<file path="src/rtl/stego_pkg.sv">
// Shared definitions for the multi-channel LSB embedder.
//   state_e    : embedder FSM states
//   ch_width   : width of a channel index (at least 1 bit)
//   ptr_width  : width of the message bit pointer (must hold 0..MSG_LEN)
package stego_pkg;

  typedef enum logic [1:0] {
    IDLE  = 2'd0,
    EMBED = 2'd1,
    DONE  = 2'd2
  } state_e;

  function automatic int ch_width(input int channels);
    return (channels > 1) ? $clog2(channels) : 1;
  endfunction

  function automatic int ptr_width(input int msg_len);
    return $clog2(msg_len + 1);
  endfunction

endpackage

</file>
<file path="src/rtl/msg_bit_source.sv">
// Message store and bit pointer for the LSB embedder.
// Ports:
//   clk_i      : clock
//   rst_i      : synchronous active-high reset (message and pointer to 0)
//   load_i     : latch message_i and restart at its first bit
//   message_i  : message, bit MSG_LEN-1 is sent first
//   advance_i  : consume the current chunk
//   chunk_o    : next EMBED_BITS message bits, first-sent bit in the MSB,
//                zero-padded past the end of the message
//   last_o     : current chunk contains the final message bit
module msg_bit_source import stego_pkg::*; #(
  parameter  int MSG_LEN    = 88,
  parameter  int EMBED_BITS = 1,
  localparam int PTR_W      = ptr_width(MSG_LEN)
) (
  input  logic                  clk_i,
  input  logic                  rst_i,
  input  logic                  load_i,
  input  logic [MSG_LEN-1:0]    message_i,
  input  logic                  advance_i,
  output logic [EMBED_BITS-1:0] chunk_o,
  output logic                  last_o
);

  logic [MSG_LEN-1:0]            msg_q;
  logic [PTR_W-1:0]              ptr_q;
  logic [PTR_W-1:0]              ptr_d;
  logic [PTR_W:0]                ptr_sum;
  logic [MSG_LEN+EMBED_BITS-1:0] window;

  // Shifting the message left by the pointer brings the next unsent bit to
  // the top; the appended zeros provide the tail padding for a short chunk.
  assign window  = {msg_q, {EMBED_BITS{1'b0}}} << ptr_q;
  assign chunk_o = window[MSG_LEN+EMBED_BITS-1 -: EMBED_BITS];

  assign ptr_sum = {1'b0, ptr_q} + (PTR_W+1)'(EMBED_BITS);
  assign last_o  = (ptr_sum >= (PTR_W+1)'(MSG_LEN));

  always_comb begin
    ptr_d = ptr_q;
    if (load_i) begin
      ptr_d = '0;
    end else if (advance_i) begin
      ptr_d = last_o ? '0 : ptr_sum[PTR_W-1:0];
    end
  end

  always_ff @(posedge clk_i) begin
    if (rst_i) begin
      msg_q <= '0;
      ptr_q <= '0;
    end else begin
      ptr_q <= ptr_d;
      if (load_i) begin
        msg_q <= message_i;
      end
    end
  end

endmodule

</file>
<file path="src/rtl/lsb_embedder_mc.sv">
// Multi-channel LSB steganography embedder.
// Replaces the EMBED_BITS LSBs of samples on enabled channels with message
// bits; everything else passes through. One-cycle latency, no back-pressure.
// Ports:
//   in_clk, in_reset      : clock, synchronous active-high reset
//   in_enable             : sample strobe
//   in_frame, in_channel  : sample and its channel index
//   in_channel_mask       : bit c enables embedding on channel c
//   in_msg_load           : latch in_message and (re)start embedding
//   in_message            : message, MSB sent first
//   out_frame/out_channel : registered sample and channel
//   out_ready             : output valid strobe
//   out_embedded          : output sample carries message bits
//   out_msg_done          : output sample carries the final message bit
//   out_busy              : FSM is in EMBED
module lsb_embedder_mc import stego_pkg::*; #(
  parameter  int BPS        = 24,
  parameter  int CHANNELS   = 2,
  parameter  int EMBED_BITS = 1,
  parameter  int MSG_LEN    = 88,
  parameter  int MSG_REPEAT = 1,
  localparam int CH_W       = ch_width(CHANNELS)
) (
  input  logic                in_clk,
  input  logic                in_reset,
  input  logic                in_enable,
  input  logic [BPS-1:0]      in_frame,
  input  logic [CH_W-1:0]     in_channel,
  input  logic [CHANNELS-1:0] in_channel_mask,
  input  logic                in_msg_load,
  input  logic [MSG_LEN-1:0]  in_message,
  output logic [BPS-1:0]      out_frame,
  output logic [CH_W-1:0]     out_channel,
  output logic                out_ready,
  output logic                out_embedded,
  output logic                out_msg_done,
  output logic                out_busy
);

  localparam int MASK_W = 1 << CH_W;

  state_e                  state_q;
  state_e                  state_d;
  logic [MASK_W-1:0]       mask_ext;
  logic                    chan_hit;
  logic                    embed_now;
  logic [EMBED_BITS-1:0]   chunk;
  logic                    last;

  // Zero-extending the mask to every encodable channel index makes indices
  // at or above CHANNELS read as masked without a separate range check.
  assign mask_ext  = MASK_W'(in_channel_mask);
  assign chan_hit  = mask_ext[in_channel];

  // A coincident load takes priority: that sample passes through untouched.
  assign embed_now = (state_q == EMBED) && in_enable && !in_msg_load && chan_hit;

  msg_bit_source #(
    .MSG_LEN    (MSG_LEN),
    .EMBED_BITS (EMBED_BITS)
  ) u_src (
    .clk_i     (in_clk),
    .rst_i     (in_reset),
    .load_i    (in_msg_load),
    .message_i (in_message),
    .advance_i (embed_now),
    .chunk_o   (chunk),
    .last_o    (last)
  );

  always_comb begin
    state_d = state_q;
    if (in_msg_load) begin
      state_d = EMBED;
    end else if (embed_now && last && (MSG_REPEAT == 0)) begin
      state_d = DONE;
    end
  end

  // Output register stage
  always_ff @(posedge in_clk) begin
    if (in_reset) begin
      state_q      <= IDLE;
      out_frame    <= '0;
      out_channel  <= '0;
      out_ready    <= 1'b0;
      out_embedded <= 1'b0;
      out_msg_done <= 1'b0;
      out_busy     <= 1'b0;
    end else begin
      state_q      <= state_d;
      out_busy     <= (state_d == EMBED);
      out_ready    <= in_enable;
      out_embedded <= embed_now;
      out_msg_done <= embed_now && last;
      if (in_enable) begin
        out_channel <= in_channel;
        out_frame   <= embed_now ? {in_frame[BPS-1:EMBED_BITS], chunk} : in_frame;
      end
    end
  end

endmodule

</file>
<file path="config.mk">
export PLATFORM = sky130hd
export DESIGN_NAME = lsb_embedder_mc
export DESIGN_NICKNAME = d
export VERILOG_FILES = /design/src/rtl/stego_pkg.sv /design/src/rtl/msg_bit_source.sv /design/src/rtl/lsb_embedder_mc.sv
export SDC_FILE = /design/constraint.sdc
export NUM_CORES = 1
export LEC_CHECK = 0
export CAP_MARGIN = 20
export CORE_AREA = 4 4 117 119
export CTS_BUF_LIST = sky130_fd_sc_hd__clkbuf_16
export CTS_CLUSTER_DIAMETER = 50
export DETAILED_ROUTE_END_ITERATION = 10
export DIE_AREA = 0 0 121 123
export PLACE_DENSITY = 0.76
export SKIP_CTS_REPAIR_TIMING = 1
export SLEW_MARGIN = 20
export SYNTH_ARGS = -nofsm -noshare
export SYNTH_HDL_FRONTEND = slang
export SYNTH_SLANG_ARGS = --single-unit
</file>
<file path="constraint.sdc">
create_clock -name in_clk -period 1.6 [get_ports in_clk]
set_input_delay 0.32 -clock in_clk [delete_from_list [all_inputs] [get_ports in_clk]]
set_output_delay 0.32 -clock in_clk [all_outputs]
set_load 0.005 [all_outputs]
</file>
==> key figures <==
GRT
  • Global-route wire length before repair: 22,310 um
  • Vias in the first global route: 4,541
  • Gr ovfl total: 0
  • Maximum number of pins on one net before global-route repair: roughly 60
  • Global Route Usage Sum: roughly a fifth
  • Number of antenna violations at the first check in global routing: 0

Route
  • Number of nets with antenna violations after routing: 0
  • Detailed router's first-iteration violation count: 384
  • Detailed-route via count: 4,371
  • DRT Pass-1 Iters: 4
  • Routed via count divided by cell count: 5.047
  • WL/cell: 16.34 um
  • Wire length after detailed routing: 14,150 um
  • Post-route DRC: 0

Die
  • Standard cell core area: roughly 13,000 um2
  • Die Span Y: about 120 um
  • Rows: 41
  • Starting density of the core: 43.75%
  • Die Wd: between 100 and 150 um
  • Num ports: 148
  • Die outline area: between 10,000 and 15,000 um2

Timing
  • Maximum clock skew at final layout: 0.01999 ns
  • Rel. slew slack: 68.69%
  • Final WS setup: -0.2740 ns
  • Final Hold Viols: 0
  • Share of the clock period used by the worst path: 117.1%
  • Transition time of the tightest slew-check pin: 0.4696 ns
  • Highest Clock Rate: 533.6 MHz
  • RSZ-0062 raised after global routing: yes
  • Max Slew Vio Count: 0
  • Count of endpoints failing setup in the final report: 9
  • Minimum period implied by the final worst setup slack: 1.874 ns

Layout
  • Final core utilization: a little under two thirds
  • Cell area after layout: 8024 um2
  • Layout overhead on the synthesized area: 45.92%
  • Combined area of the multi-input logic cells: 2813 um2
  • Final Non-Filler Cells: 866
  • Final #Nets: 804
  • Diode count: 0
  • Filler Cell Count: approximately 1,000
  • Fraction of final layout cells sized beyond drive strength 1: 14.84%
  • Area taken by flip-flops and latches: 2532 um2

Worst setup path
  • Reg-to-reg critical path startpoint: u_src.ptr_q[1]
  • Worst-path maximum fanout: 6
  • Startpoint types: register
  • CP Data Required Time: between 1.5 and 2 ns
  • Worst setup path class: reg2reg
  • Type of destination of the critical path: register
  • Worst path arrival time: 2.16 ns
  • Worst reg2reg endpoint: u_src.ptr_q[4]
  • Last element of the critical path: u_src.ptr_q[4]
  • Register-to-Register Path Depth: 8
  • Crit path launch: u_src.ptr_q[1]
  • Worst reg2reg setup slack: -0.27 ns

Pwr
  • Worst supply voltage drop on vdd: between 0.8 and 0.9 mV
  • Leakage power total: approximately 3.6 nW
  • Power density over the cells: 990.1 nW/um2
  • Post-layout total power: 7.944 mW

Logic synthesis
  • Cell variety after synth: 50
  • Portion of the post-synthesis area used by sequential elements: between 40% and 50%
  • Netlist area before placement: 5499 um2
  • Average cell area after synthesis: approximately 11 um2
  • Number of storage elements in the synthesis netlist: approximately 130
  • EDFF count, synth: 0
  • Cell type contributing the most total cell area after synthesis: dfxtp_1
  • Async set-reset flop share out of synthesis: 0%
  • Top-area cell type share of the netlist area: ~46%
  • Number of cells produced by synthesis: 517
  • Warnings from Yosys: 0
  • Top post-synthesis cells by area: dfxtp_1 (46%), mux2i_1 (22%), nor2_1 (8.5%)
  • Main flop type after synthesis: dfxtp_1
  • Post-Synthesis Net Count: about 640

CTS
  • Worst-skew pair later-pin latency: 0.42 ns
  • Master cell of the clock root buffer: clkbuf_16
  • TritonCTS clock tree: yes
  • TritonCTS Buffers: 17
  • Clk sinks: 126
  • Maximum number of buffers from clock root to sink: 2
  • H-tree levels: 4
  • Clock transition at the registers of the reported paths: 0.06 ns

Placed design
  • HPWL after DPL: 10,390 um
  • Placed instance count: 833
  • Worst slack, placed: -0.3636 ns
  • I/O Buffers: roughly 150
  • Post-DP Area: 7336 um2
  • Global placement routability congestion: 0.8095

Job
  • Max capacitance violation total: 0

Run status
  • Outcome: finished, violations left
  • Failing checks: negative setup slack

Min path
  • Class of the worst hold path: in2reg
-- worst max-delay path: stages, from the launching register on --
cell      delay [ns]
dfxtp_4         0.43
ha_1            0.27
nand3b_1        0.11
o22ai_1         0.19
a221oi_2        0.08
buf_4           0.17
o41ai_4         0.21
buf_4           0.20
a211oi_1        0.06
-- metal layers --
layer | share of wire, % | global-route usage [%] | vias up | wire length [um]
li1 | - | - | 2149 | -
met5 | 0 | 0 | - | 0
met3 | 4.7 | 4.941 | 8 | 668
met1 | 42 | 22.55 | 2108 | 5934
met2 | 53 | 33.59 | 106 | 7453
met4 | 0.67 | 5.099 | 0 | 95
-- state kept, by name, indices dropped and copies added, names as in the netlist --
name and cells:
out_ready 1, state_q 2, u_src.msg_q 88, u_src.ptr_q 7
out_channel 1, out_frame 24, out_embedded 1, out_busy 1
out_msg_done 1
-- report_power, final --
part | switching, mW | leakage (nW) | internal (mW)
Clock | 1.27 | 0.285 | 2.38
Combinational | 0.333 | 2.32 | 0.559
Sequential | 0.0863 | 1.04 | 3.31
-- cell families (layout without fill, tap and decap cells) --
group	Yosys count	after routing	share of synthesized area, %
compound gates	30	30	4.550
xor+xnor	5	5	0.7965
fa+ha+maj	1	1	0.2275
buf+inv	41	218	3.914
flops	126	126	45.87
mux	145	145	30.99
simple gates	169	169	13.65
-- area by class of cell --
cell class              instances  share of cell area, %
clock buffers                  17                  5.302
inverters                       1                0.04678
clock inverters                12                  1.653
flip-flops and latches        126                  31.56
repair buffers                188                  23.70
well taps                     172                  2.682
multi-input cells             350                  35.05
-- worst min-delay path by stage --
stage | from | end | cells after the start
2_1_floorplan | state_q[1] | state_q[1] | 1
3_3_place_gp | state_q[1] | state_q[1] | 1
3_5_place_dp | u_src.msg_q[36] | u_src.msg_q[36] | 2
4_1_cts | in_reset | u_src.msg_q[2] | 2
5_1_grt | in_reset | u_src.msg_q[7] | 2
6_report | in_reset | u_src.msg_q[0] | 2
-- metrics by stage --
stage,hold WS (ns),TNS [ns]
after floorplan,0.4371,-0.03048
after global placement,0.4571,-2.209
after detailed placement,0.4793,-3.361
after CTS,0.2270,-2.357
after global routing,0.2378,-2.406
final,0.2294,-2.023
-- Yosys cell counts (2+ instances only) --
cell type,instances
a22oi_1,2
nand2_1,7
nand3_1,5
o211ai_1,2
buf_2,16
mux2i_1,123
nor2b_1,6
nand4_1,3
and2_1,5
clkbuf_1,10
nor3_1,4
mux2_2,5
buf_1,7
xnor2_1,2
a211oi_1,9
xor2_1,3
nor2_1,124
nor3b_1,2
o41ai_2,2
mux4_1,9
buf_6,4
a21oi_1,2
dfxtp_1,126
nand3b_1,3
mux4_2,8
buf_4,3
o22ai_1,2
-- cells in the final DEF (no fill, tap or decap), types with 3 or more instances in the layout --
master / synthesis / final
clkinv_2: 0 / 4
nand3_1: 5 / 4
nand3b_1: 3 / 3
nand4_1: 3 / 3
nor3_1: 4 / 4
mux2i_1: 123 / 122
clkbuf_16: 0 / 17
buf_4: 3 / 35
nor2_1: 124 / 123
dfxtp_1: 126 / 122
dlymetal6s2s_1: 0 / 18
inv_1: 1 / 4
a211oi_1: 9 / 9
mux2_2: 5 / 5
buf_12: 0 / 6
xor2_1: 3 / 3
mux4_1: 9 / 7
and2_1: 5 / 4
bufinv_16: 0 / 3
nand2_1: 7 / 7
clkdlybuf4s50_1: 0 / 127
nor2b_1: 6 / 6
mux4_2: 8 / 10
No activity file was read; power rests on OpenSTA's default activity.
